$ cat src/rtl/retry_pkg.sv
// Shared definitions for the retry DMR stage: lane entry typedef macro,
// default widths and a pointer-wrap helper for non-power-of-two depths.

// Declares a packed lane entry {id, data} for a given id type and payload type.
`ifndef RETRY_TYPEDEF_LANE_ENTRY
`define RETRY_TYPEDEF_LANE_ENTRY(name_t, id_t, data_t) \
    typedef struct packed {                            \
        id_t   id;                                     \
        data_t data;                                   \
    } name_t;
`endif

package retry_pkg;

    localparam int unsigned CNT_WIDTH_DEFAULT = 16;
    localparam int unsigned ID_SIZE_DEFAULT   = 2;
    localparam int unsigned DEPTH_DEFAULT     = 2;

    // Circular increment that wraps from depth-1 back to 0.
    function automatic int unsigned wrap_inc(input int unsigned ptr, input int unsigned depth);
        return (ptr == depth - 1) ? 0 : ptr + 1;
    endfunction

endpackage

$ cat src/rtl/dmr_fifo_lane.sv
// Single lane of the DMR buffer: a Depth-entry circular FIFO with its own
// pointers and occupancy counter. The head entry is presented combinationally
// so a freshly written beat becomes visible the cycle after the push.

module dmr_fifo_lane
    import retry_pkg::*;
#(
    parameter int unsigned Depth   = DEPTH_DEFAULT,
    parameter type         entry_t = logic [9:0]
) (
    input  logic   clk_i,
    input  logic   rst_ni,
    input  logic   push_i,
    input  logic   pop_i,
    input  entry_t wdata_i,
    output entry_t rdata_o,
    output logic   full_o,
    output logic   empty_o
);

    localparam int unsigned PtrWidth = (Depth > 1) ? $clog2(Depth) : 1;
    localparam int unsigned CntW     = $clog2(Depth + 1);

    logic [PtrWidth-1:0] wr_ptr_q;
    logic [PtrWidth-1:0] rd_ptr_q;
    logic [CntW-1:0]     count_q;
    entry_t              mem_q [Depth];

    logic push_ok;
    logic pop_ok;

    // Internal guards keep the lane consistent even if a caller misbehaves.
    assign push_ok = push_i & ~full_o;
    assign pop_ok  = pop_i & ~empty_o;

    assign full_o  = (count_q == CntW'(Depth));
    assign empty_o = (count_q == '0);
    assign rdata_o = mem_q[rd_ptr_q];

    // Pointer and occupancy bookkeeping; cleared asynchronously on reset.
    always_ff @(posedge clk_i or negedge rst_ni) begin
        if (!rst_ni) begin
            wr_ptr_q <= '0;
            rd_ptr_q <= '0;
            count_q  <= '0;
        end else begin
            if (push_ok) begin
                wr_ptr_q <= PtrWidth'(wrap_inc(32'(wr_ptr_q), Depth));
            end
            if (pop_ok) begin
                rd_ptr_q <= PtrWidth'(wrap_inc(32'(rd_ptr_q), Depth));
            end
            case ({push_ok, pop_ok})
                2'b10:   count_q <= count_q + 1'b1;
                2'b01:   count_q <= count_q - 1'b1;
                default: count_q <= count_q;
            endcase
        end
    end

    // Storage write; contents are intentionally left unreset.
    always_ff @(posedge clk_i) begin
        if (push_ok) begin
            mem_q[wr_ptr_q] <= wdata_i;
        end
    end

endmodule

$ cat src/rtl/retry_dmr_stage.sv
// Protected elastic buffer between retry_start and retry_end. Every beat is
// stored in two independent lanes; the heads are compared on output and any
// disagreement raises needs_retry_o. Lane B can be corrupted on push through
// fault_mask_i to provoke mismatches on demand.

`ifndef RETRY_TYPEDEF_LANE_ENTRY
// Fallback definition when this file is compiled on its own.
`define RETRY_TYPEDEF_LANE_ENTRY(name_t, id_t, data_t) \
    typedef struct packed {                            \
        id_t   id;                                     \
        data_t data;                                   \
    } name_t;
`endif

module retry_dmr_stage
    import retry_pkg::*;
#(
    parameter type         DataType = logic [7:0],
    parameter int unsigned IDSize   = ID_SIZE_DEFAULT,
    parameter int unsigned Depth    = DEPTH_DEFAULT,
    parameter int unsigned CntWidth = CNT_WIDTH_DEFAULT
) (
    input  logic                clk_i,
    input  logic                rst_ni,
    input  DataType             data_i,
    input  logic [IDSize-1:0]   id_i,
    input  logic                valid_i,
    output logic                ready_o,
    input  DataType             fault_mask_i,
    output DataType             data_o,
    output logic [IDSize-1:0]   id_o,
    output logic                needs_retry_o,
    output logic                valid_o,
    input  logic                ready_i,
    output logic [CntWidth-1:0] fault_cnt_o
);

    `RETRY_TYPEDEF_LANE_ENTRY(lane_entry_t, logic [IDSize-1:0], DataType)

    lane_entry_t wdata_a;
    lane_entry_t wdata_b;
    lane_entry_t head_a;
    lane_entry_t head_b;
    lane_entry_t head_sel;

    logic full_a;
    logic full_b;
    logic empty_a;
    logic empty_b;
    logic push;
    logic pop;

    logic [CntWidth-1:0] fault_cnt_q;

    // Upstream handshake: no bypass, a full lane blocks even during a pop.
    assign ready_o = ~full_a & ~full_b;
    assign push    = valid_i & ready_o;

    // Downstream handshake: either non-empty lane presents a beat.
    assign valid_o = ~empty_a | ~empty_b;
    assign pop     = valid_o & ready_i;

    assign wdata_a.id   = id_i;
    assign wdata_a.data = data_i;
    assign wdata_b.id   = id_i;
    assign wdata_b.data = DataType'(data_i ^ fault_mask_i);

    dmr_fifo_lane #(
        .Depth   (Depth),
        .entry_t (lane_entry_t)
    ) u_lane_a (
        .clk_i   (clk_i),
        .rst_ni  (rst_ni),
        .push_i  (push),
        .pop_i   (pop & ~empty_a),
        .wdata_i (wdata_a),
        .rdata_o (head_a),
        .full_o  (full_a),
        .empty_o (empty_a)
    );

    dmr_fifo_lane #(
        .Depth   (Depth),
        .entry_t (lane_entry_t)
    ) u_lane_b (
        .clk_i   (clk_i),
        .rst_ni  (rst_ni),
        .push_i  (push),
        .pop_i   (pop & ~empty_b),
        .wdata_i (wdata_b),
        .rdata_o (head_b),
        .full_o  (full_b),
        .empty_o (empty_b)
    );

    // Output mux prefers lane A; lane B only shows through if A lost its beat.
    always_comb begin
        head_sel      = empty_a ? head_b : head_a;
        data_o        = '0;
        id_o          = '0;
        needs_retry_o = 1'b0;
        if (valid_o) begin
            data_o        = head_sel.data;
            id_o          = head_sel.id;
            needs_retry_o = (empty_a != empty_b) | (head_a != head_b);
        end
    end

    // Saturating count of beats handed downstream while flagged for retry.
    always_ff @(posedge clk_i or negedge rst_ni) begin
        if (!rst_ni) begin
            fault_cnt_q <= '0;
        end else if (pop && needs_retry_o && (fault_cnt_q != '1)) begin
            fault_cnt_q <= fault_cnt_q + 1'b1;
        end
    end

    assign fault_cnt_o = fault_cnt_q;

endmodule

$ cat config.mk
export PLATFORM = sky130hd
export DESIGN_NAME = retry_dmr_stage
export DESIGN_NICKNAME = d
export VERILOG_FILES = /design/src/rtl/retry_pkg.sv /design/src/rtl/dmr_fifo_lane.sv /design/src/rtl/retry_dmr_stage.sv
export SDC_FILE = /design/constraint.sdc
export NUM_CORES = 1
export LEC_CHECK = 0
export BUFFER_PORTS_ARGS = -buffer_cell sky130_fd_sc_hd__buf_2
export CORE_MARGIN = 4
export CORE_UTILIZATION = 25
export DETAILED_ROUTE_END_ITERATION = 6
export GPL_TIMING_DRIVEN = 0
export SLEW_MARGIN = 5
export SYNTH_ARGS = -nofsm -noshare
export SYNTH_HDL_FRONTEND = slang
export SYNTH_SLANG_ARGS = --single-unit
$ cat constraint.sdc
create_clock -name clk_i -period 4.58 [get_ports clk_i]
set_input_delay 0.229 -clock clk_i [delete_from_list [all_inputs] [get_ports clk_i]]
set_output_delay 0.229 -clock clk_i [all_outputs]
set_load 0.05 [all_outputs]
== After elaboration in Yosys (flattened, before gate mapping) ==
Memories as Yosys holds them, arrays and structs flattened.
Index checks and enable logic that the tools add are counted.
Storage, ports and cells
  register bits after elaboration: 24
  memory bits (writable): 40
  input port bits: 22
  output and inout bits: 29
  logic and storage cells: 63
  memories kept: 2
Memory list
  u_lane_a.mem_q: words 2, bits a word 10, read ports 1, clocked after memory_dff 0, write ports 1, RTL line dmr_fifo_lane.sv:27  | entry_t mem_q [Depth];
  u_lane_b.mem_q: words 2, bits a word 10, read ports 1, clocked after memory_dff 0, write ports 1, RTL line dmr_fifo_lane.sv:27
Cells by class
  add/sub/neg operators: 9
  equal/unequal tests: 9
  muxes and demuxes: 14
  bitwise gates (word level): 16
  reduce and logical (&&, ||, !) cells: 6
Operator list (number)
  $add A16 B1 Y16 const B: 1
  $ne A16 B16 Y1 const B: 1
  $mux W10: 1
  $ne A10 B10 Y1: 1
  $and A1 B1 Y1: 9
  $mux W1: 9
  $eq A2 B2 Y1 const B: 4
  $mux W8: 1
  $pmux W2 S2: 2
  $xor A8 B8 Y8: 1
  $add A1 B1 Y1 const B: 4
  $add A2 B1 Y2 const B: 2
  $eq A2 B1 Y1 const B: 2
  $logic_not A2 Y1: 2
  $not A1 Y1: 4
  $reduce_bool A2 Y1: 2
  $sub A2 B1 Y2 const B: 2
  $logic_and A1 B1 Y1: 2
  $mux W2: 1
  $or A1 B1 Y1: 2
  $ne A1 B1 Y1: 1

== Longest topological paths before layout ==
Gate-level depths: netlist (run 1).
  depth after elaboration: 8
  mapped depth: 11
  mapped depth without buffers: 9

== Modules after synthesis ==
Synthesis (run 1) repeated with hierarchy kept, for this count alone.
Unflattened totals
  cells, all modules: 225
  area, all modules: 3040.4 um^2
By module, submodules not included
  dmr_fifo_lane: instances 2, cells each 49, area an instance 917.1 um^2, seq. area each 700.7 um^2
  retry_dmr_stage: instances 1, cells each 127, area an instance 1206.2 um^2, seq. area each 400.4 um^2

== Least setup slack after synthesis (run 1) ==
Ideal clock, no wire load.
  kind: register -> register
  start point: reg u_lane_a.count_q[0]
  end point: reg fault_cnt_q[8] (netlist: fault_cnt_o[8])
  setup time: 0.141 ns
  data arrival time: 2.673 ns
  data required time: 4.439 ns
  slack: 1.765 ns
  cell stages (with the launch flop): 10
  path buffers: 3
  clock period less this slack: 2.815 ns
  cells stage by stage: dfrtp_1 nor2_1 clkbuf_1 clkbuf_1 ha_1 or4_4 o31a_4 buf_6 nand4_1 xnor2_1
On the way
  longest elaborated chain between the ends: 6
  elaborated cells on any way between the ends: 9
  those cells by class: eq/ne: 1; mux: 1; bitwise: 4; reduce/logical: 3
RTL lines
  from (decl): RTL line dmr_fifo_lane.sv:26  | logic [CntW-1:0] count_q;
  from (signal assigned): RTL line dmr_fifo_lane.sv:54  | 2'b10: count_q <= count_q + 1'b1;
  from (signal assigned): RTL line dmr_fifo_lane.sv:55  | 2'b01: count_q <= count_q - 1'b1;
  from (signal assigned): RTL line dmr_fifo_lane.sv:56  | default: count_q <= count_q;
  $logic_not A2 Y1 *: RTL line dmr_fifo_lane.sv:37  | assign empty_o = (count_q == '0);
  $ne A1 B1 Y1 / $not A1 Y1 (equally long branches): RTL line retry_dmr_stage.sv:105, retry_dmr_stage.sv:60
  $or A1 B1 Y1, on equally long branches: RTL line retry_dmr_stage.sv:105, retry_dmr_stage.sv:60
  $mux W1 / $and A1 B1 Y1 (equally long branches): RTL line retry_dmr_stage.sv:102, retry_dmr_stage.sv:61
  $logic_and A1 B1 Y1 * (2 in series): RTL line retry_dmr_stage.sv:113  | end else if (pop && needs_retry_o && (fault_cnt_q != '1)) begin
  to (signal assigned): RTL line retry_dmr_stage.sv:114  | fault_cnt_q <= fault_cnt_q + 1'b1;
  to (decl): RTL line retry_dmr_stage.sv:53  | logic [CntWidth-1:0] fault_cnt_q;
Mark *: on every way between the ends. The rest lies on a longest branch, timed or not.
A chain may end at the register's enable or synchronous reset.

== Worst setup path after layout (run 1) ==
  start point: reg u_lane_a.count_q[1]
  end point: out needs_retry_o
On the way
  longest elaborated chain between the ends: 4
  elaborated cells on any way between the ends: 6
  those cells by class: eq/ne: 1; mux: 1; bitwise: 3; reduce/logical: 1
RTL lines
  $logic_not A2 Y1 *: RTL line dmr_fifo_lane.sv:37
  $ne A1 B1 Y1 / $not A1 Y1 (equally long branches): RTL line retry_dmr_stage.sv:105, retry_dmr_stage.sv:60
  $or A1 B1 Y1, on equally long branches: RTL line retry_dmr_stage.sv:105, retry_dmr_stage.sv:60
  $mux W1 *: RTL line retry_dmr_stage.sv:102  | if (valid_o) begin
  to (decl): RTL line retry_dmr_stage.sv:32  | output logic needs_retry_o,
Marks and branches as above.

==> results of run 1 <==
-- report_power, final --
group / internal (mW) / switching, mW / leakage [nW]
sequential: 0.789 / 0.0982 / 0.674
combinational: 0.389 / 0.879 / 0.681
clock: 0.364 / 0.249 / 0.122
-- cell families after synthesis --
| group | after synthesis |
|---|---|
| buffers and inverters | 9 |
| XOR/XNOR | 43 |
| AO/OA/AOI/OAI | 13 |
| adder cells (fa/ha/maj) | 4 |
| multiplexers | 21 |
| AND/OR/NAND/NOR | 54 |
| flip-flops | 64 |
-- synthesized netlist by cell type (all sizes together) --
cell type and instances:
ha 4, o31a 1, edfxtp 40, clkbuf 3, xor2 16, mux2i 20, nor2b 11, or4 1
a41oi 1, xnor2 27, and2 1, dfrtp 24, a211oi 10, nand4 9, nand2 8, and4 1
nand3 5, inv 3, mux2 1, nor2 10, and3 7, a22oi 1, nor3 1, buf 3
-- routing by layer --
layer	wire length (um)	part of all wire (%)	GRT usage (%)	up-vias
met1	2860	47	13.0	873
met3	277	4.5	2.87	7
li1	-	-	-	880
met2	2860	47	14.8	48
met4	139	2.3	4.80	0
met5	0	0	0	-
-- stage by stage --
stage / instance area (um2) / util (%) / power (mW) / setup WS [ps] / hold WS, ps
finish: 3620 / 31.7 / 2.77 / 898 / 115
global route: 3620 / 31.7 / 2.93 / 682 / 108
CTS: 3620 / 31.7 / 2.80 / 874 / 109
detailed placement: 3330 / 29.2 / 2.18 / 1100 / 254
global placement: 3330 / 29.2 / 2.17 / 1110 / 247
floorplan: 2900 / - / 1.86 / 1770 / -66.6
-- critical path, stage by stage (launching register included) --
cell      delay [ps]
dfrtp_1          410
nor2_1           300
clkbuf_1         490
clkbuf_1         510
ha_1             350
or4_4            540
nor3_1           200
nor2_1            80
buf_2            240
-- worst max-delay path by stage --
stage | start | endpoint | slack (ps) | depth (start not counted)
4_1_cts | u_lane_a.count_q[0] | needs_retry_o | 870 | 8
5_1_grt | u_lane_a.count_q[1] | needs_retry_o | 680 | 8
3_3_place_gp | u_lane_a.count_q[0] | fault_cnt_o[12] | 1110 | 9
2_1_floorplan | u_lane_a.count_q[0] | fault_cnt_o[8] | 1770 | 9
3_5_place_dp | u_lane_a.count_q[0] | fault_cnt_o[12] | 1100 | 9
6_report | u_lane_a.count_q[1] | needs_retry_o | 900 | 8
-- state kept, by name, summed over array words and instances (netlist names) --
| register | cells |
|---|---|
| fault_cnt_o | 16 |
| u_lane_a.count_q | 2 |
| u_lane_a.mem_q | 20 |
| u_lane_a.rd_ptr_q | 1 |
| u_lane_a.wr_ptr_q | 1 |
| u_lane_b.count_q | 2 |
| u_lane_b.mem_q | 20 |
| u_lane_b.rd_ptr_q | 1 |
| u_lane_b.wr_ptr_q | 1 |
-- final cells by class --
cell class                 instances  share of cell area [%]
clock inverter                     7                    1.31
tap                              143                    4.95
clock buffer                       9                    6.23
multi-input combinational        135                    28.9
timing repair buffer              51                    7.20
inverter                           3                   0.311
buffer                             6                    1.25
sequential                        64                    49.8
==> run summary, run 1 <==
DRT Pass-1 Iters -> 4
largest cells by area after synthesis -> edfxtp_1, dfrtp_1, xnor2_1
library cells used by synthesis -> 25
Overall Global Routing Usage -> 9.83%
Post-Synth Simple-Gate Area -> 10.3%
Worst EP required -> 4350 ps
die area -> 13,400 um2
fin crit share -> 80.4%
antenna cell count -> 0
Post-CTS Resized -> 0
final max-slew violation count -> 0
fin cells -> 418
Hold Crit Start -> data_i[0]
compound-cell area share of the yosys netlist -> 3.75%
initial core utilization -> 25.4%
initial antenna violation count -> 0
IO Port Bufs -> 50
CP startpoint kind -> flip-flop
Hold Path Sink -> u_lane_a.mem_q[1][0]
Final Hold Vio Count -> 0
I/O pin count -> 51
Relative slew margins -> 28.3%
GRT overflow -> 0
reg-to-reg slack, setup -> 1090 ps
ANT nets after route -> 0
hold_buf cts -> 1
register area -> 1800 um2
CP endpoint kind -> output pin
Worst Hold Class -> primary input to flip-flop
H-tree Lvls -> 3
FF-to-FF path depth -> 9
commonest non-fill, non-tap cells in the layout -> buf_2, edfxtp_1, xnor2_1, dfrtp_1, mux2i_1
post-CTS setup buffers -> 0
Worst-Skew Late Latency -> 330 ps
Syn. warnings -> 0
fin crit period -> 3680 ps
Clock transition at path regs -> 50 ps
commonest non-fill, non-tap cell in the layout -> buf_2
Netlist Area Pre-Place -> 2900 um2
#FFs+latches synth -> 64
xor-xnor portion of the synthesized cell area -> 13.0%
Synth top area share -> 41.4%
area taken by multi-input logic gates -> 1050 um2
capture point of the worst reg-to-reg path -> fault_cnt_o[15]
placed cells -> 401
maximum vdd drop -> 0.278 mV
nets@finish -> 296
fmax -> 272 MHz
first-pass GRT wire length -> 9.73 mm
Worst Path Arrival -> 3450 ps
Die Ht -> 116 um
final wirelength -> 6.14 mm
row count -> 39
max-cap violations -> 0
clk root buf -> clkbuf_16
clock sinks -> 64
PwrDens -> 765 nW/um2
via-per-instance ratio -> 4.33
Synth area leader -> edfxtp_1
Synth Area per Inst -> 14.0 um2
Min-Delay Path Depth -> 1
TritonCTS buffer count -> 9
Final TNS setup -> 0 ps
Die Width -> 116 um
syn_nets -> 234
dpl hpwl -> 4.23 mm
adder-cell share of the synthesized area -> 1.72%
status -> finished, final reports clean
RSZ-0062 raised after global routing -> no
Via Count -> 1,808
mux contribution to synthesized area -> 7.28%
Layout fillers -> 1,162
largest family of logic cells by synthesized area -> XOR/XNOR gates
Slew @ Worst Pin -> 1070 ps
clock tree buffer depth -> 2
wire per inst -> 14.7 um
core area -> 11,400 um2
launch point of the worst reg-to-reg path -> u_lane_a.count_q[1]
DRC -> 0
gpl congestion -> 0.747
share of cells above drive strength 1 -> 26.2%
Crit Path Class -> flip-flop to output pin
P_leak -> 1.48 nW
Syn Inst Count -> 208
final setup violation count -> 0
Post-Route Skew -> 6.96 ps
crit path max fanout -> 10
starting DRC count in detailed routing -> 110
maximum number of pins on one net before global-route repair -> 25
sequential fraction of the synthesis area -> 62.0%
Area Overhead vs Synth -> 24.5%
number of global-route vias before repair -> 1,819
CTS tree -> yes
Note: power is estimated with default switching activity, not from simulation.
==> run 2, diff against run 1 <==
ABC_AREA = 1   (was default)
clock period = 3.65 ns   (was 4.58 ns; I/O delays follow)
==> run summary, run 2 <==
status -> finished, final reports clean (unchanged)
Syn. warnings -> 0 (unchanged)
Crit Path Class -> flip-flop to flip-flop (was flip-flop to output pin)
Post-synth EDFFs -> 40 (unchanged)
largest cells by area after synthesis -> edfxtp_1, dfrtp_1, nand2_1 (was edfxtp_1, dfrtp_1, xnor2_1)
final max-slew violation count -> 0 (unchanged)
dpl cell area -> 3930 um2 (was 3330 um2)
Relative slew margins -> 27.5% (was 28.3%)
ys async rst share -> 37.5% (unchanged)
final setup violation count -> 0 (unchanged)
P_leak -> 2.03 nW (was 1.48 nW)
CP endpoint kind -> flip-flop (was output pin)
sequential fraction of the synthesis area -> 52.0% (was 62.0%)
fin worst setup slack -> 701 ps (was 898 ps)
CTS tree -> yes (unchanged)
launch point of the worst reg-to-reg path -> u_lane_a.count_q[0] (was u_lane_a.count_q[1])
CP startpoint kind -> flip-flop (unchanged)
IO Port Bufs -> 50 (unchanged)
commonest non-fill, non-tap cell in the layout -> nand2_1 (was buf_2)
DRT Pass-1 Iters -> 6 (was 4)
DRC -> 0 (unchanged)
Synth area leader -> edfxtp_1 (unchanged)
initial antenna violation count -> 0 (unchanged)
Area Overhead vs Synth -> 22.6% (was 24.5%)
Clock transition at path regs -> 60 ps (was 50 ps)
syn_nets -> 436 (was 234)
Post-Route Skew -> 5.79 ps (was 6.96 ps)
TritonCTS buffer count -> 9 (unchanged)
library cells used by synthesis -> 30 (was 25)
design area -> 4240 um2 (was 3620 um2)
crit path max fanout -> 10 (unchanged)
Most used DFF post-synth -> edfxtp_1 (unchanged)
GRT overflow -> 0 (unchanged)
Final Hold Vio Count -> 0 (unchanged)
Post-CTS Resized -> 0 (unchanged)
Worst EP required -> 3860 ps (was 4350 ps)
fin cells -> 652 (was 418)
wire per inst -> 13.2 um (was 14.7 um)
Die Ht -> 126 um (was 116 um)
gpl congestion -> 0.894 (was 0.747)
fin crit period -> 2950 ps
slowest CP cell -> clkbuf_1 (was or4_4)
Hold Crit Start -> data_i[0] (unchanged)
antenna cell count -> 0 (unchanged)
final wirelength -> 8.64 mm (was 6.14 mm)
clock sinks -> 64 (unchanged)
core area -> 13,400 um2 (was 11,400 um2)
via-per-instance ratio -> 4.34 (was 4.33)
maximum number of pins on one net before global-route repair -> 25 (unchanged)
Die Width -> 126 um (was 116 um)
share of cells above drive strength 1 -> 16.6% (was 26.2%)
Layout fillers -> 1,356 (was 1,162)
Overall Global Routing Usage -> 11.2% (was 9.83%)
#FFs+latches synth -> 64 (unchanged)
Syn Inst Count -> 410 (was 208)
initial core utilization -> 25.8% (was 25.4%)
starting DRC count in detailed routing -> 211 (was 110)
pre-CTS setup slack -> 768 ps (was 1100 ps)
Via Count -> 2,829 (was 1,808)
number of global-route vias before repair -> 2,832 (was 1,819)
Worst Hold Class -> primary input to flip-flop (unchanged)
max-cap violations -> 0 (unchanged)
PwrDens -> 890 nW/um2 (was 765 nW/um2)
Synth top area share -> 34.7% (was 41.4%)
Synth Area per Inst -> 8.44 um2 (was 14.0 um2)
fin crit share -> 80.8%
RSZ-0062 raised after global routing -> no (unchanged)
Slew @ Worst Pin -> 1080 ps (was 1070 ps)
Worst Path Arrival -> 3160 ps (was 3450 ps)
dominant cell by count in the synthesized netlist -> nand2_1 (was edfxtp_1)
commonest non-fill, non-tap cells in the layout -> nand2_1, inv_1, buf_2, edfxtp_1, nor2_1 (was buf_2, edfxtp_1, xnor2_1, dfrtp_1, mux2i_1)
Final TNS setup -> 0 ps (unchanged)
die area -> 15,800 um2 (was 13,400 um2)
Netlist Area Pre-Place -> 3460 um2 (was 2900 um2)
cells along the critical path -> nor2_1 -> clkbuf_1 -> ha_1 -> nor2_1 -> clkbuf_1 -> nand2_1 -> inv_1 -> ha_1 -> a21oi_1 -> o21ai_0 -> xor2_1 (was nor2_1 -> clkbuf_1 -> clkbuf_1 -> ha_1 -> or4_4 -> nor3_1 -> nor2_1 -> buf_2)
CP max stage delay -> 440 ps (was 540 ps)
worst setup path start -> u_lane_a.count_q[0] (was u_lane_a.count_q[1])
nets@finish -> 498 (was 296)
Worst-Skew Late Latency -> 330 ps (about the same)
ANT nets after route -> 0 (unchanged)
dpl hpwl -> 6.21 mm (was 4.23 mm)
H-tree Lvls -> 3 (unchanged)
placed cells -> 636 (was 401)
clock tree buffer depth -> 2 (unchanged)
maximum vdd drop -> 0.276 mV (was 0.278 mV)
Synth top cells by count -> nand2_1, inv_1, edfxtp_1, nor2_1, dfrtp_1 (was edfxtp_1, xnor2_1, dfrtp_1, mux2i_1, xor2_1)
I/O pin count -> 51 (unchanged)
first-pass GRT wire length -> 14.1 mm (was 9.73 mm)
fmax -> 339 MHz
clk root buf -> clkbuf_16 (unchanged)
row count -> 42 (was 39)
==> run 2: area by class of cell <==
type | count | area [um2] | share of cell area (%)
buffer | 12 | 81.3 | 1.92
multi-input combinational | 279 | 1370 | 32.3
tap | 176 | 220 | 5.19
inverter | 55 | 206 | 4.86
timing repair buffer | 51 | 260 | 6.13
sequential | 64 | 1800 | 42.5
clock inverter | 5 | 72.6 | 1.71
clock buffer | 10 | 229 | 5.40
==> run 2: where the power goes <==
group / total (mW) / leakage, nW / switching [mW] / internal, mW
Clock: 0.883 / 0.147 / 0.296 / 0.587
Combinational: 1.79 / 1.21 / 1.32 / 0.478
Sequential: 1.10 / 0.678 / 0.120 / 0.980
Total: 3.78 / 2.03 / 1.73 / 2.04
==> run 2: cells by family (layout without fill, tap and decap cells) <==
group / after synthesis / in the layout / share of synthesized area (%)
buffers and inverters: 67 / 133 / 8.31
XOR/XNOR: 28 / 28 / 7.08
AO/OA/AOI/OAI: 32 / 32 / 4.70
flip-flops: 64 / 64 / 52.0
AND/OR/NAND/NOR: 215 / 215 / 26.4
adder cells (fa/ha/maj): 4 / 4 / 1.45
==> run 2: per-layer routing <==
| metal | part of all wire (%) | wire, um | up-vias | GRT usage [%] |
|---|---|---|---|---|
| met4 | 1.5 | 132 | 0 | 5.17 |
| met2 | 50 | 4320 | 57 | 18.6 |
| li1 | - | - | 1428 | - |
| met1 | 45 | 3900 | 1336 | 14.0 |
| met3 | 3.3 | 289 | 8 | 2.46 |
| met5 | 0 | 0 | - | 0 |
==> run 2: repair_timing <==
| action | 4_1_cts | 5_1_grt |
|---|---|---|
| hold endpoints to repair | 24 | 0 |
| hold buffers | 1 | 0 |
| setup buffers | 0 | 0 |
==> run 2: per-stage QoR <==
stage | hold slack, ps | power (mW) | utilization, %
floorplan | -113 | 2.44 | -
global placement | 198 | 2.88 | 29.3
detailed placement | 208 | 2.91 | 29.3
CTS | 56.5 | 3.80 | 31.7
global route | 53.1 | 4.02 | 31.7
finish | 64.1 | 3.78 | 31.7
==> run 2: worst paths after layout <==
path | to | cells past startpoint | slack (ps)
max reg2reg | u_lane_a.count_q[1] | 11 | 700
min reg2reg | fault_cnt_o[14] | 2 | 500
max | u_lane_a.count_q[1] | 11 | 700
min | u_lane_a.mem_q[1][0] | 1 | 60
max in group asynchronous | fault_cnt_o[0] | 2 | 2900
min in group asynchronous | fault_cnt_o[3] | 2 | 380
==> run 2: critical path: cells and delay by family, from the launching register on <==
kind / cells / cell delay, ps
DFF: 1 / 420
buffers and inverters: 3 / 730
and+or+nand+nor: 3 / 640
AOI/OAI and AO/OA: 2 / 250
adders and majority gates: 2 / 630
xor gates and xnor gates: 1 / 150
